File: src/rtl/if_id_queue.sv
// Circular instruction queue between fetch and decode.
// Fetch side is valid/ready; decode side sees the head entry or a NOP filler.
module if_id_queue #(
  parameter int DW = 32,
  parameter int AW = 32,
  parameter int DEPTH = 2,
  parameter logic [DW-1:0] NOP = 32'h00000013
) (
  input  logic                     clk,
  input  logic                     rstn,
  input  logic [DW-1:0]            inst_i,
  input  logic [AW-1:0]            instaddr_i,
  input  logic                     prdct_taken_i,
  input  logic                     in_valid_i,
  output logic                     in_ready_o,
  output logic [DW-1:0]            inst_o,
  output logic [AW-1:0]            instaddr_o,
  output logic                     prdct_taken_o,
  output logic                     out_valid_o,
  input  logic [4:0]               hold_en_i,
  input  logic                     flush_i,
  output logic [$clog2(DEPTH):0]   count_o
);

  localparam int PW = $clog2(DEPTH);

  typedef struct packed {
    logic [DW-1:0] inst;
    logic [AW-1:0] addr;
    logic          taken;
  } entry_t;

  entry_t        mem [DEPTH];
  entry_t        head;
  logic [PW-1:0] wr_ptr;
  logic [PW-1:0] rd_ptr;
  logic [PW:0]   count;
  logic          full;
  logic          empty;
  logic          push;
  logic          pop;
  logic          unused_hold;

  assign unused_hold = ^{hold_en_i[4:2], hold_en_i[0]};

  assign full  = (count == (PW+1)'(DEPTH));
  assign empty = (count == '0);

  assign in_ready_o  = !full;
  assign out_valid_o = !empty;

  assign push = in_valid_i & in_ready_o & !flush_i;
  assign pop  = out_valid_o & !hold_en_i[1] & !flush_i;

  assign head = mem[rd_ptr];

  assign inst_o        = empty ? NOP : head.inst;
  assign instaddr_o    = empty ? '0 : head.addr;
  assign prdct_taken_o = empty ? 1'b0 : head.taken;
  assign count_o       = count;

  // storage carries no reset; validity comes from count
  always_ff @(posedge clk) begin
    if (push) begin
      mem[wr_ptr] <= '{inst: inst_i,
                       addr: instaddr_i,
                       taken: prdct_taken_i};
    end
  end

  always_ff @(posedge clk or negedge rstn) begin
    if (!rstn) begin
      wr_ptr <= '0;
      rd_ptr <= '0;
      count  <= '0;
    end else if (flush_i) begin
      wr_ptr <= '0;
      rd_ptr <= '0;
      count  <= '0;
    end else begin
      if (push) wr_ptr <= wr_ptr + PW'(1);
      if (pop)  rd_ptr <= rd_ptr + PW'(1);
      unique case (1'b1)
        push & !pop: count <= count + (PW+1)'(1);
        pop & !push: count <= count - (PW+1)'(1);
        default:     count <= count;
      endcase
    end
  end

endmodule

File: config.mk
export PLATFORM = sky130hd
export DESIGN_NAME = if_id_queue
export DESIGN_NICKNAME = d
export VERILOG_FILES = /design/src/rtl/if_id_queue.sv
export SDC_FILE = /design/constraint.sdc
export NUM_CORES = 1
export LEC_CHECK = 0
export BUFFER_PORTS_ARGS = -buffer_cell sky130_fd_sc_hd__buf_2
export CAP_MARGIN = 20
export CORE_UTILIZATION = 45
export DETAILED_ROUTE_END_ITERATION = 10
export GPL_TIMING_DRIVEN = 0
export PLACE_DENSITY_LB_ADDON = 0.25
export SLEW_MARGIN = 20
export SYNTH_ARGS = -nofsm -noshare
export SYNTH_HDL_FRONTEND = slang
export SYNTH_SLANG_ARGS = --single-unit
export TNS_END_PERCENT = 30
File: constraint.sdc
create_clock -name clk -period 8.1 [get_ports clk]
set_input_delay 1.62 -clock clk [delete_from_list [all_inputs] [get_ports clk]]
set_output_delay 1.62 -clock clk [all_outputs]
set_load 0.02 [all_outputs]
Word-level counts from Yosys, hierarchy flattened
Memories as Yosys holds them, arrays and structs flattened.
Index checks and enable logic that the tools add are counted.
- flip-flop bits (word level): 4
- bits of input ports: 74
- bits in writable memories: 130
- logic and storage cells: 36
- memories: 1
- output and inout bits: 69
- bitwise operators: 6
- mux-type cells: 11
- equal/unequal tests: 1
- reduce and logical (&&, ||, !) cells: 10
- add/subtract/negate cells: 4
- memory list (memory ; depth ; bits a word ; rd ports ; clocked after Yosys merged registers in ; write ports ; RTL line ; RTL):
    mem ; 2 ; 65 ; 1 ; 0 ; 1 ; 33 ; entry_t mem [DEPTH];
- operator list (operator ; count):
    two-way mux 32 bit ; 2
    two-way mux 1 bit ; 7
    AND 1 bit ; 6
    zero test 1 bit ; 6
    case mux 2 bit (2 select lines) ; 1
    nonzero test 2 bit ; 2
    nonzero test 3 bit ; 1
    adder 1 bit, second input constant ; 2
    adder 2 x 1 -> 2 bit, second input constant ; 1
    == test 2 bit, second input constant ; 1
    zero test 2 bit ; 1
    two-way mux 2 bit ; 1
    subtractor 2 x 1 -> 2 bit, second input constant ; 1

Longest topological paths before layout
- depth in word-level cells: 8
- depth in mapped cells: 5
- mapped depth without buffers: 4

Worst setup path before layout
No wires, ideal clock.
- kind: in2reg
- from: in in_valid_i
- to: mem mem[1][0] (netlist bit) (enable)
- stages on the path: 2
- arrival time: 6.442 ns
- data required time: 7.519 ns
- path slack: 1.077 ns
- cell sequence: nand2_1 -> nor3b_1
- longest elaborated chain between the ends: 4
- RTL lines (element ; RTL line ; RTL):
    start: declaration ; 14 ; input logic in_valid_i,
    AND 1 bit (2 in series) ; 52 ; assign push = in_valid_i & in_ready_o & !flush_i;
    two-way mux 1 bit ; 64 ; if (push) begin
    two-way mux 1 bit (not written as such) ; 65 ; mem[wr_ptr] <= '{inst: inst_i,
    end: declaration ; 33 ;
No other way between the ends.

Worst setup path in the final report
- from: reg count[1], in the netlist count_o[1]
- to: out instaddr_o[5]
- longest elaborated chain between the ends: 2
- RTL lines (element ; RTL line ; RTL):
    start: declaration ; 37 ; logic [PW:0] count;
    start signal: assignment ; 84 ; push & !pop: count <= count + (PW+1)'(1);
    start signal: assignment ; 85 ; pop & !push: count <= count - (PW+1)'(1);
    start signal: assignment ; 86 ; default: count <= count;
    zero test 2 bit ; 47 ; assign empty = (count == '0);
    two-way mux 32 bit ; 58 ; assign instaddr_o = empty ? '0 : head.addr;
    end: declaration ; 17 ; output logic [AW-1:0] instaddr_o,
No other way between the ends.

==> results by group <==
Status
  – Status: complete, no violations

Pwr
  – Maximum VDD drop: approximately 150 uV
  – Comb power frac: 10.0%
  – Leakage: between 2 and 3 nW
  – Net Sw Frac: 22.4%
  – Total power: approximately 1.7 mW
  – PD cells: about 250 nW/um^2
  – Clk network pwr share: approximately 44%
  – Sw Pwr: between 0.3 and 0.4 mW
  – Sequential Power Share: 46.2%
  – P_int: 1.34 mW

Clocking
  – CTS tree: yes
  – CTS Hold Bufs: 0
  – Post-CTS Setup Inserts: 0
  – CTS HTree Levels: 4
  – Clk_lat worst skew: between 400 and 500 ps
  – CTS Sinks: 134
  – Cts bufs inserted: 17
  – Root buf cell: clkbuf_16
  – Post-CTS Resized: 0
  – Worst-path clk slew: around 50 ps
  – Bufs on Longest Clock Path: 2

Worst setup path
  – Req. time, crit path: between 6000 and 7000 ps
  – Critical path class: register to output pin
  – CP Capture Type: output pin
  – CP Launch Type: register
  – Reg2Reg Setup Slack: 5760 ps
  – Critical path arrival: 1800 ps
  – Crit Path Max Fanout: 10

GRT
  – Initial antenna violation count: 0
  – Met2 Resource Use GR: 30.1%
  – First-pass GRT wire length: roughly 15000 um
  – Vias in the first global route: 3058
  – GR Layer Usage met3: ~5.6%
  – GRT overflow: 0
  – Largest net degree at the start of global routing: 17
  – Gr busiest metal: met2
  – Overall Global Routing Usage: approximately 18%
  – Met1 usage: just under 20%

Timing
  – Slew headroom: a little under half
  – Final Max Slew Viols: 0
  – Final worst slack: 4680 ps
  – Fmax: between 200 and 300 MHz
  – Tmin final: roughly 3400 ps
  – Final hold violation count: 0
  – Final setup TNS: 0 ps
  – Worst slew pin tran: roughly 790 ps
  – Unrepaired setup endpoints after global routing: no
  – Final Cycle Share: 42.2%
  – Final Skew: roughly 9 ps
  – Final setup fails: 0

Synthesis
  – Syn Nets: around 380
  – Mapped Area: 5130 um^2
  – Asr flop ratio synth: roughly 3.0%
  – Most frequent cell after synthesis: edfxtp_1
  – Yosys cell types: 21
  – Synth area leader: edfxtp_1
  – Post-synth top area share: between 70 and 80%
  – Prevailing post-synth register cell: edfxtp_1
  – Synth warnings: 0
  – Mapped Avg Cell Area: ~17 um^2
  – Syn Inst Count: 303
  – Register bit total from synthesis: ~130
  – Post-synth top cells: edfxtp_1 (130), mux2i_1 (65), nor2_1 (64)
  – Seq/Total Area, Yosys: between 70% and 80%
  – Post-synth EDFFs: 130
  – Top cells by area, synth: edfxtp_1 (76%), mux2i_1 (13%), nor2_1 (4.7%)

Layout
  – Fill cell count: 875
  – Layout cells sized above 1: between 40 and 50%
  – P&R area growth vs syn: 31.4%
  – Finished Cell Area: approximately 6700 um^2
  – Nets@finish: roughly 550
  – Antenna cells: 0

Place
  – Detail Placement HPWL: approximately 7000 um
  – Gp weighted congestion: roughly 0.80
  – Number of port buffers: about 140
  – Placement Setup Slack: around 4600 ps
  – Placed Area: a little over 6000 um^2

Route
  – Antenna viol nets, final: 0
  – Drt pass-1 iters: 4
  – DRC errors left: 0
  – Vias post-DR: ~3000
  – Iteration-0 DRC Markers: 88
  – Routed WL per cell: 15.5 um
  – Vias per inst: 4.84
  – Drt total wl: 9760 um

Die
  – Core ar.: between 10000 and 15000 um^2
  – I/O pin cnt: around 140
  – Die ar.: roughly 12000 um^2
  – Starting Density: between 40% and 50%
  – Row cnt: 38
  – Die Height: between 100 and 150 um
  – Chip width: ~110 um

Flow run
  – Max Cap Viol: 0

Min path
  – Hold Crit Class: register to register
[layout make-up]
type | instances | area, um^2 | share of cell area (%)
clock inverter | 14 | 158 | 2.34
sequential | 134 | 4000 | 59.3
buffer | 15 | 106 | 1.58
inverter | 3 | 11.3 | 0.167
timing repair buffer | 155 | 841 | 12.5
tap | 140 | 175 | 2.60
multi-input combinational | 151 | 1020 | 15.2
clock buffer | 18 | 429 | 6.36
[cells in the final DEF (no fill, tap or decap), drive strengths merged]
cell type / n
and3b: 1
dfrtp: 4
nor2b: 1
edfxtp: 130
or2b: 1
clkinv: 8
or3: 2
nor3b: 1
a211o: 1
a21oi: 3
clkinvlp: 1
mux2i: 65
o21ai: 3
nor3: 1
nor2: 64
buf: 170
a31oi: 1
nand2: 5
bufinv: 3
nand3: 2
inv: 5
clkbuf: 18
[per-layer routing]
metal | vias up | wire, um
li1 | 1479 | -
met1 | 1438 | 3930
met2 | 113 | 5010
met3 | 17 | 639
met4 | 0 | 188
met5 | - | 0
[worst max-delay path: stages (launching register included)]
cell and delay [ps]:
dfrtp_1 450, nor2_1 150, buf_2 250, buf_2 270
nor2_1 100, buf_2 170
[through the flow]
stage               utilization, %  cells  hold slack, ps
floorplan                        -    303             529
global placement              54.6    581             556
detailed placement            56.1    598             594
CTS                           61.4    630             598
global route                  61.4    630             650
finish                        61.4    630             600
[path summary, 6_finish.rpt]
check	from	endpoint	depth (start not counted)
setup / recovery	count_o[1]	instaddr_o[5]	5
hold / removal	wr_ptr	wr_ptr	2
setup reg to reg	count_o[1]	mem[0][4]	7
hold reg to reg	wr_ptr	wr_ptr	2
max in group asynchronous	rstn	wr_ptr	1
min in group asynchronous	rstn	count_o[1]	1
[cell families (layout without fill, tap and decap cells)]
family	Yosys count	after routing	share of synthesized area (%)
AND/OR/NAND/NOR	78	78	6.19
AO/OA/AOI/OAI	8	8	0.877
multiplexers	65	65	12.7
flip-flops	134	134	78.0
buffers and inverters	18	205	2.29
[registers in the layout (all words and copies together) (netlist names)]
register	flops
count_o	2
mem	130
wr_ptr	1
rd_ptr	1
[power groups by stage]
stage | Clock, mW | Combinational (mW) | Sequential, mW
after floorplan | 0 | 0.102 | 0.812
after global placement | 0 | 0.164 | 0.814
after detailed placement | 0 | 0.175 | 0.810
after CTS | 0.767 | 0.176 | 0.795
after global routing | 0.795 | 0.188 | 0.797
final | 0.753 | 0.172 | 0.795
Note: power is estimated with default switching activity, not from simulation.
